## config.mk

```make
export PLATFORM = sky130hd
export DESIGN_NAME = spi_ctrl_flat
export DESIGN_NICKNAME = d
export VERILOG_FILES = /design/src/rtl/spi_ctrl_pkg.sv /design/src/rtl/spi_ctrl_if.sv /design/src/rtl/spi_ctrl_sr.sv /design/src/rtl/spi_ctrl.sv /design/src/flat_wrapper.sv
export SDC_FILE = /design/constraint.sdc
export NUM_CORES = 1
export LEC_CHECK = 0
export BUFFER_PORTS_ARGS = -buffer_cell sky130_fd_sc_hd__buf_4
export CORE_MARGIN = 1
export CORE_UTILIZATION = 25
export CTS_CLUSTER_SIZE = 40
export DETAILED_ROUTE_END_ITERATION = 8
export SKIP_CTS_REPAIR_TIMING = 1
export SLEW_MARGIN = 0
export SYNTH_ARGS = -nofsm -noshare
export SYNTH_HDL_FRONTEND = slang
export SYNTH_HIERARCHICAL = 1
export SYNTH_SLANG_ARGS = --single-unit
```

## constraint.sdc

```tcl
create_clock -name wb_clk_i -period 4.95 [get_ports wb_clk_i]
set_input_delay 0.7425 -clock wb_clk_i [delete_from_list [all_inputs] [get_ports wb_clk_i]]
set_output_delay 0.7425 -clock wb_clk_i [all_outputs]
set_load 0.02 [all_outputs]
```

## src/rtl/spi_ctrl_pkg.sv

```systemverilog
// Shared constants for the SPI-to-Wishbone bridge: FSM encodings and command-byte layout.
package spi_ctrl_pkg;

    localparam int SPI_ADDR_W = 7;
    localparam int CMD_WR_BIT = 7;

    localparam logic [2:0] ST_IDLE    = 3'd0;
    localparam logic [2:0] ST_WDATA   = 3'd1;
    localparam logic [2:0] ST_WR_BUS  = 3'd2;
    localparam logic [2:0] ST_RD_BUS  = 3'd3;
    localparam logic [2:0] ST_RD_DATA = 3'd4;

endpackage

```

## src/rtl/spi_ctrl_if.sv

```systemverilog
// Wishbone master-side bundle driven by the SPI bridge.
interface spi_ctrl_if #(
    parameter int ADDR_W = 8,
    parameter int DATA_W = 8
);
    logic [ADDR_W-1:0] wb_addr_o;
    logic [DATA_W-1:0] wb_dat_i;
    logic [DATA_W-1:0] wb_dat_o;
    logic              wb_stb_o;
    logic              wb_ack_i;
    logic              wb_we_o;

    modport master (
        output wb_addr_o, wb_dat_o, wb_stb_o, wb_we_o,
        input  wb_dat_i, wb_ack_i
    );

    modport slave (
        input  wb_addr_o, wb_dat_o, wb_stb_o, wb_we_o,
        output wb_dat_i, wb_ack_i
    );
endinterface

```

## src/rtl/spi_ctrl_sr.sv

```systemverilog
// SPI pin synchronizers, SCK fall detection, MSB-first shift register and byte framing.
module spi_sr
    import spi_ctrl_pkg::*;
#(
    parameter int DATA_W      = 8,
    parameter int SYNC_STAGES = 2
) (
    input  logic              clk,
    input  logic              rst_n,
    input  logic              sck,
    input  logic              ss,
    input  logic              mosi,
    output logic              miso,
    input  logic              load,
    input  logic [DATA_W-1:0] load_data,
    output logic              byte_rdy,
    output logic [DATA_W-1:0] rx_data
);
    localparam int CNT_W = $clog2(DATA_W);
    localparam logic [CNT_W-1:0] CNT_LAST = CNT_W'(DATA_W - 1);

    logic [SYNC_STAGES-1:0] sck_sync, ss_sync, mosi_sync;
    logic                   sck_d;
    logic [DATA_W-1:0]      sr;
    logic [CNT_W-1:0]       cnt;
    logic                   sck_s, ss_s, mosi_s, fall;

    assign sck_s  = sck_sync[SYNC_STAGES-1];
    assign ss_s   = ss_sync[SYNC_STAGES-1];
    assign mosi_s = mosi_sync[SYNC_STAGES-1];
    assign fall   = sck_d & ~sck_s;
    assign miso   = ~ss_s & sr[DATA_W-1];

    always_ff @(posedge clk or negedge rst_n) begin
        if (!rst_n) begin
            sck_sync  <= '0;
            ss_sync   <= '1;
            mosi_sync <= '0;
            sck_d     <= 1'b0;
            sr        <= '0;
            cnt       <= '0;
            byte_rdy  <= 1'b0;
            rx_data   <= '0;
        end else begin
            sck_sync  <= {sck_sync[SYNC_STAGES-2:0], sck};
            ss_sync   <= {ss_sync[SYNC_STAGES-2:0], ss};
            mosi_sync <= {mosi_sync[SYNC_STAGES-2:0], mosi};
            sck_d     <= sck_s;
            byte_rdy  <= 1'b0;

            // Parallel load wins; a completed byte leaves zeros behind so MISO idles at 0x00.
            if (load)
                sr <= load_data;
            else if (ss_s && cnt != '0)
                sr <= '0;
            else if (fall && !ss_s)
                sr <= (cnt == CNT_LAST) ? '0 : {sr[DATA_W-2:0], mosi_s};

            if (ss_s) begin
                cnt <= '0;
            end else if (fall) begin
                if (cnt == CNT_LAST) begin
                    cnt      <= '0;
                    byte_rdy <= 1'b1;
                    rx_data  <= {sr[DATA_W-2:0], mosi_s};
                end else begin
                    cnt <= cnt + 1'b1;
                end
            end
        end
    end

endmodule

```

## src/rtl/spi_ctrl.sv

```systemverilog
// SPI slave to Wishbone master bridge: command byte (R/W + 7-bit address) then data byte.
module spi_ctrl
    import spi_ctrl_pkg::*;
#(
    parameter int ADDR_W      = 8,
    parameter int DATA_W      = 8,
    parameter int SYNC_STAGES = 2
) (
    input  logic       wb_clk_i,
    input  logic       wb_rst_i,
    input  logic       spi_sck,
    input  logic       spi_ss,
    input  logic       spi_mosi,
    output logic       spi_miso,
    spi_ctrl_if.master wb
);
    logic [2:0]        state;
    logic              byte_rdy;
    logic [DATA_W-1:0] rx_data;
    logic              load;

    // Read data is captured into the shifter on the ack edge, ready for the host's dummy byte.
    assign load = (state == ST_RD_BUS) && wb.wb_ack_i;

    spi_sr #(
        .DATA_W      (DATA_W),
        .SYNC_STAGES (SYNC_STAGES)
    ) u_sr (
        .clk       (wb_clk_i),
        .rst_n     (wb_rst_i),
        .sck       (spi_sck),
        .ss        (spi_ss),
        .mosi      (spi_mosi),
        .miso      (spi_miso),
        .load      (load),
        .load_data (wb.wb_dat_i),
        .byte_rdy  (byte_rdy),
        .rx_data   (rx_data)
    );

    always_ff @(posedge wb_clk_i or negedge wb_rst_i) begin
        if (!wb_rst_i) begin
            state        <= ST_IDLE;
            wb.wb_addr_o <= '0;
            wb.wb_dat_o  <= '0;
            wb.wb_stb_o  <= 1'b0;
            wb.wb_we_o   <= 1'b0;
        end else begin
            case (state)
                ST_IDLE: if (byte_rdy) begin
                    wb.wb_addr_o <= ADDR_W'(rx_data[SPI_ADDR_W-1:0]);
                    if (rx_data[CMD_WR_BIT]) begin
                        state <= ST_WDATA;
                    end else begin
                        state       <= ST_RD_BUS;
                        wb.wb_we_o  <= 1'b0;
                        wb.wb_stb_o <= 1'b1;
                    end
                end
                ST_WDATA: if (byte_rdy) begin
                    wb.wb_dat_o <= rx_data;
                    wb.wb_we_o  <= 1'b1;
                    wb.wb_stb_o <= 1'b1;
                    state       <= ST_WR_BUS;
                end
                ST_WR_BUS: if (wb.wb_ack_i) begin
                    wb.wb_stb_o <= 1'b0;
                    wb.wb_we_o  <= 1'b0;
                    state       <= ST_IDLE;
                end
                ST_RD_BUS: if (wb.wb_ack_i) begin
                    wb.wb_stb_o <= 1'b0;
                    state       <= ST_RD_DATA;
                end
                ST_RD_DATA: if (byte_rdy) state <= ST_IDLE;
                default: state <= ST_IDLE;
            endcase
        end
    end

endmodule

```

## src/flat_wrapper.sv

```systemverilog
// flat-port wrapper written by rule: the top's interface ports become plain ports
module spi_ctrl_flat import spi_ctrl_pkg::*;
#(
    parameter int ADDR_W      = 8,
    parameter int DATA_W      = 8,
    parameter int SYNC_STAGES = 2
)
  (wb_clk_i, wb_rst_i, spi_sck, spi_ss, spi_mosi, spi_miso, wb_wb_addr_o, wb_wb_dat_o, wb_wb_stb_o, wb_wb_we_o, wb_wb_dat_i, wb_wb_ack_i);
  spi_ctrl_if #(.ADDR_W(ADDR_W), .DATA_W(DATA_W)) wb_i ();
  input  logic wb_clk_i;
  input  logic wb_rst_i;
  input  logic spi_sck;
  input  logic spi_ss;
  input  logic spi_mosi;
  output logic spi_miso;
  output wire logic [$bits(wb_i.wb_addr_o)-1:0] wb_wb_addr_o;
  output wire logic [$bits(wb_i.wb_dat_o)-1:0] wb_wb_dat_o;
  output wire logic [$bits(wb_i.wb_stb_o)-1:0] wb_wb_stb_o;
  output wire logic [$bits(wb_i.wb_we_o)-1:0] wb_wb_we_o;
  input wire logic [$bits(wb_i.wb_dat_i)-1:0] wb_wb_dat_i;
  input wire logic [$bits(wb_i.wb_ack_i)-1:0] wb_wb_ack_i;
  assign wb_wb_addr_o = wb_i.wb_addr_o;
  assign wb_wb_dat_o = wb_i.wb_dat_o;
  assign wb_wb_stb_o = wb_i.wb_stb_o;
  assign wb_wb_we_o = wb_i.wb_we_o;
  assign wb_i.wb_dat_i = wb_wb_dat_i;
  assign wb_i.wb_ack_i = wb_wb_ack_i;
  spi_ctrl #(.ADDR_W(ADDR_W), .DATA_W(DATA_W), .SYNC_STAGES(SYNC_STAGES)) u_core (.wb_clk_i(wb_clk_i), .wb_rst_i(wb_rst_i), .spi_sck(spi_sck), .spi_ss(spi_ss), .spi_mosi(spi_mosi), .spi_miso(spi_miso), .wb(wb_i));
endmodule
```

==> impl_metrics.ini, run 1 <==
[status]
status = complete, no violations

[cts]
clk_latency_ns = 0.30
cts_max_path_buffers = 2
clkTransAtPathRegs_ns = 0.09
cts_sinks = 47
h-tree-depth = 2
numCtsBuffers = 5
root_buffer = clkbuf_8
cts_tree = yes

[sta]
clock.fmax_ghz = 0.455
rsz0062_at_grt = no
post-route-period-util_pct = 44.4
tightest_slew_ns = 0.760
finClkSkew_ns = 0.00722
finalMaxSlewViolations = 0
post-route-min-period_ns = 2.20
hold_viol = 0
setup_viol_count_final = 0
max_slew_margin_pct = 49.1
setup_tns_ns = 0

[die]
die_x_um = 92.6
num_io_pins = 33
core_um2 = 7850
dieArea_um2 = 8570
die_h_um = 92.6
std_cell_rows = 32
start_util_pct = 26.1

[cells_and_area]
antenna_cells = 0
area_delta_synth_final_pct = 19.6
fin_nets = 197
drive_gt1_share_pct = 39.4
layout_common_cells = dfrtp_1 (45), buf_4 (31), mux2_4 (15)
mostFrequentLayoutCell = dfrtp_1
n_fill_cell = 812
stdcell_area_um2 = 2450

[global_route]
grt_pass1_wl_um = 5530
grt_antenna_before_repair = 0
grt_overflow = 0
first_global_vias = 1130
grt.total_usage_pct = 8.51
grt_max_degree = 48

[route]
drc = 0
vias_per_cell = 4.29
first_pass_iters = 4
antenna_left = 0
vias = 1210
drt_iter0_drc = 35
wirelength_um = 3420
routedWlPerCell_um = 12.1

[synthesis]
synth-seq-cells = 47
syn_nets = 166
synth_top_area_cell = dfrtp_1
synth_area_per_cell_um2 = 13.9
async_reset_ff_share_pct = 100
synth-edff-count = 0
seq_area_frac_synth_pct = 57.5
synth.area.top_cells = dfrtp_1 (55%), mux2_4 (11%), mux2_2 (4.4%)
synth_cells = 148
yosys_warnings = 6
synth_cell_types = 38
ys.flop_type = dfrtp_1
synth_top_area_share_pct = 54.9
synthesis.area_um2 = 2050

[place]
routabilityCongestion = 0.713
io_buffer_count = 31
dpl.hpwl_um = 2430
dpl-instance-area_um2 = 2340

[setup_path]
arrival_ns = 2.43
crit_required_ns = 5.18
worstPathMaxFanout = 16
critical_path_class = reg -> reg
startpoint_type = flip-flop
end_kind = flip-flop

[power_and_ir_drop]
power.leakage_nw = 1.18
p_per_area_nw_per_um2 = 316
peakVddDrop_uv = 121

[job]
cap_violations = 0

[hold_path]
hold_class = reg -> reg
-- cells by family (layout without fill, tap and decap cells) --
family / count (synthesis) / after routing / share of synthesized area (%)
flops: 47 / 47 / 57.5
xor+xnor: 1 / 1 / 0.427
buf+inv: 11 / 43 / 4.33
compound gates: 26 / 26 / 8.73
simple gates: 33 / 33 / 10.1
mux: 25 / 25 / 16.4
fa+ha+maj: 4 / 4 / 2.44
other cells: 1 / 1 / 0.183
-- final cells by class --
class	instances	area, µm²	share of cell area, %
clock buffer	5	68.8	2.80
multi-input combinational	90	783	31.9
timing repair buffer	31	233	9.48
sequential	47	1180	48.0
inverter	4	15.0	0.612
clock inverter	3	47.5	1.94
tap	102	128	5.20
-- sequential cells by signal, summed over array words and instances, names as in the netlist --
signal,cells
u_core/state,3
u_core/wb.wb_we_o,1
u_core/wb.wb_addr_o,7
u_core/u_sr/sck_d,1
u_core/u_sr/sr,8
u_core/u_sr/ss_sync,2
u_core/u_sr/rx_data,8
u_core/wb.wb_dat_o,8
u_core/u_sr/mosi_sync,2
u_core/u_sr/byte_rdy,1
u_core/u_sr/sck_sync,2
u_core/u_sr/cnt,3
u_core/wb.wb_stb_o,1
-- layer usage --
metal / up-vias / track usage, % / part of all wire, %
met1: 594 / 11.3 / 48
met4: 0 / 3.91 / 1.8
li1: 581 / - / -
met3: 6 / 2.46 / 4.3
met2: 29 / 12.8 / 46
met5: - / 0 / 0
-- worst paths after layout --
kind,startpoint,endpoint,slack [ns],depth (start not counted)
setup / recovery,u_core/state[2],u_core/u_sr/sr[4],2.75,6
hold / removal,u_core/u_sr/sck_sync[0],u_core/u_sr/sck_sync[1],0.35,0
setup reg to reg,u_core/state[2],u_core/u_sr/sr[4],2.75,6
hold reg to reg,u_core/u_sr/sck_sync[0],u_core/u_sr/sck_sync[1],0.35,0
max in group asynchronous,wb_rst_i,u_core/wb.wb_addr_o[0],4.11,1
min in group asynchronous,wb_rst_i,u_core/u_sr/mosi_sync[0],0.43,1
-- cell usage after synthesis, types with 2 or more instances --
cell / number
ha_1: 4
buf_6: 3
inv_1: 4
a22oi_1: 7
dfstp_2: 2
nand2_1: 3
a21oi_1: 11
mux2i_1: 2
buf_4: 2
o21ai_1: 2
dfrtp_1: 45
nand2b_1: 3
mux2_4: 15
mux2_2: 8
nor2_1: 14
-- critical path, stage by stage (launching register included) --
cell	delay (ns)
dfrtp_1	0.43
nand2b_1	0.20
nor2_1	0.61
and4bb_2	0.33
a21oi_4	0.34
nor2_1	0.09
a21oi_1	0.13
-- stage by stage --
| step | instances | hold WS (ns) | util [%] | power, mW | setup WS, ns |
|---|---|---|---|---|---|
| final | 282 | 0.353 | 31.3 | 0.775 | 2.75 |
| after global routing | 282 | 0.366 | 31.3 | 0.815 | 2.57 |
| after CTS | 282 | 0.357 | 31.3 | 0.791 | 2.72 |
| after detailed placement | 274 | 0.336 | 29.8 | 0.497 | 2.42 |
| after global placement | 274 | 0.332 | 29.8 | 0.495 | 2.51 |
| after floorplan | 148 | 0.331 | - | 0.470 | 3.17 |
-- power by group --
group / switching (mW) / total (mW) / internal (mW)
sequential: 0.0163 / 0.422 / 0.406
clock: 0.134 / 0.287 / 0.153
combinational: 0.0360 / 0.0659 / 0.0299
total: 0.186 / 0.775 / 0.589
Note: power is estimated with default switching activity, not from simulation.
==> inputs of run 2 (changes only) <==
==> constraint.sdc (replaced) <==
create_clock -name wb_clk_i -period 1.8 [get_ports wb_clk_i]
set_input_delay 0.27 -clock wb_clk_i [delete_from_list [all_inputs] [get_ports wb_clk_i]]
set_output_delay 0.27 -clock wb_clk_i [all_outputs]
set_load 0.02 [all_outputs]
==> impl_metrics.ini, run 2 (synthesis gave the netlist of run 1 again) <==
[sta]
setup_ws_ns = 0.193
setup_viol_count_final = 0
clock.fmax_ghz = 0.622
tightest_slew_ns = 0.589
post-route-min-period_ns = 1.61
rsz0062_at_grt = no
finClkSkew_ns = 0.00737
max_slew_margin_pct = 60.7
setup_tns_ns = 0
holdWs_ns = -0.0233
finalMaxSlewViolations = 0
hold_viol = 45
post-route-period-util_pct = 89.3

[status]
status = finished, violations left
violations = negative hold slack

[die]
die_x_um = 92.6
start_util_pct = 26.1
die_h_um = 92.6
core_um2 = 7850
std_cell_rows = 32
dieArea_um2 = 8570
num_io_pins = 33

[cells_and_area]
fin_nets = 207
top_regs = u_core/u_sr/rx_data (8), u_core/u_sr/sr (8), u_core/wb.wb_dat_o (8)
area_delta_synth_final_pct = 22.9
stdcell_area_um2 = 2520
n_fill_cell = 812
mostFrequentLayoutCell = dfrtp_1
postLayoutCoreUtil_pct = 32.1
antenna_cells = 0
drive_gt1_share_pct = 42.9
layout_common_cells = dfrtp_1 (45), buf_4 (41), mux2_4 (15)

[power_and_ir_drop]
peakVddDrop_uv = 359
p_int_mw = 1.61
sw_frac_of_total_pct = 23.0
pwr-share-comb_pct = 8.9
switchingPower_mw = 0.480
power.leakage_nw = 1.23
p_per_area_nw_per_um2 = 830
pwr-share-clk_pct = 35.4
power.share.sequential_pct = 55.7

[place]
dpl.hpwl_um = 2540
routabilityCongestion = 0.706
pre_cts_slack_ns = 0.164
io_buffer_count = 31
dpl-instance-area_um2 = 2410

[job]
cap_violations = 0

[setup_path]
critical_path_class = reg -> reg
crit_start = u_core/u_sr/cnt[0]
arrival_ns = 1.79
end_kind = flip-flop
r2r-start = u_core/u_sr/cnt[0]
r2r_end = u_core/u_sr/rx_data[0]
reg2reg_setup_slack_ns = 0.19
reg2reg_depth = 5
startpoint_type = flip-flop
worstPathMaxFanout = 8
crit_required_ns = 1.98

[global_route]
first_global_vias = 1232
grt_overflow = 0
grt_max_degree = 48
grt.total_usage_pct = 9.23
grt_antenna_before_repair = 0
grt_pass1_wl_um = 6010

[cts]
clk_latency_ns = 0.29
cts_sinks = 47
root_buffer = clkbuf_8
cts_max_path_buffers = 2
cts_tree = yes
h-tree-depth = 2
numCtsBuffers = 5
clkTransAtPathRegs_ns = 0.08

[route]
vias = 1217
routedWlPerCell_um = 12.3
wirelength_um = 3590
first_pass_iters = 4
vias_per_cell = 4.18
drc = 0
antenna_left = 0
drt_iter0_drc = 27

[hold_path]
hold_class = in -> async
## run 2: changes by cell type in the layout (fill, tap and decap cells not counted)
cell / previous run / this run
buf_4: 31 / 41
clkinv_4: 1 / 0
clkinvlp_4: 0 / 1
inv_6: 1 / 0
nor2_1: 14 / 13
nor2_2: 0 / 1
## run 2: power groups by stage
stage	combinational [mW]	clock, mW	sequential, mW
after CTS	0.190	0.778	1.16
final	0.186	0.741	1.17
after floorplan	0.124	0	1.17
after global routing	0.216	0.823	1.17
after detailed placement	0.189	0	1.18
after global placement	0.186	0	1.19
## run 2: critical path, cell delays in order, from the launching register on
cell	delay, ns
dfrtp_1	0.40
ha_1	0.19
ha_1	0.20
nor3b_4	0.18
buf_4	0.19
mux2_2	0.34
## run 2: final cells by class
cell class	count	area, µm²	share of cell area, %
Multi-Input combinational cell	90	786	31.2
Timing Repair Buffer	41	308	12.2
Inverter	4	15.0	0.596
Tap cell	102	128	5.06
Sequential cell	47	1180	46.7
Clock buffer	5	68.8	2.73
Clock inverter	2	37.5	1.49
## run 2: how the worst max path moves through the flow
stage,to,slack [ns]
after floorplan,u_core/u_sr/sr[6],0.25
after global placement,u_core/u_sr/rx_data[0],0.20
after detailed placement,u_core/u_sr/sr[4],0.16
after CTS,u_core/u_sr/sr[1],0.15
after global routing,u_core/u_sr/sr[2],0.05
final,u_core/u_sr/rx_data[0],0.19
## run 2: metal layers
metal	part of all wire [%]	wire length (µm)	GRT usage [%]	vias to the layer above
met5	0	0	0	-
met4	1.1	38	3.52	0
met3	4.1	146	2.55	5
met2	48	1730	14.3	27
met1	47	1680	12.2	587
li1	-	-	-	598
## run 2: metrics by stage
stage,instances,total power [mW],hold slack [ns]
global placement,284,1.37,0.312
floorplan,148,1.29,-0.0256
detailed placement,284,1.37,0.320
CTS,291,2.13,-0.00727
finish,291,2.09,-0.0233
global route,291,2.21,0.0132
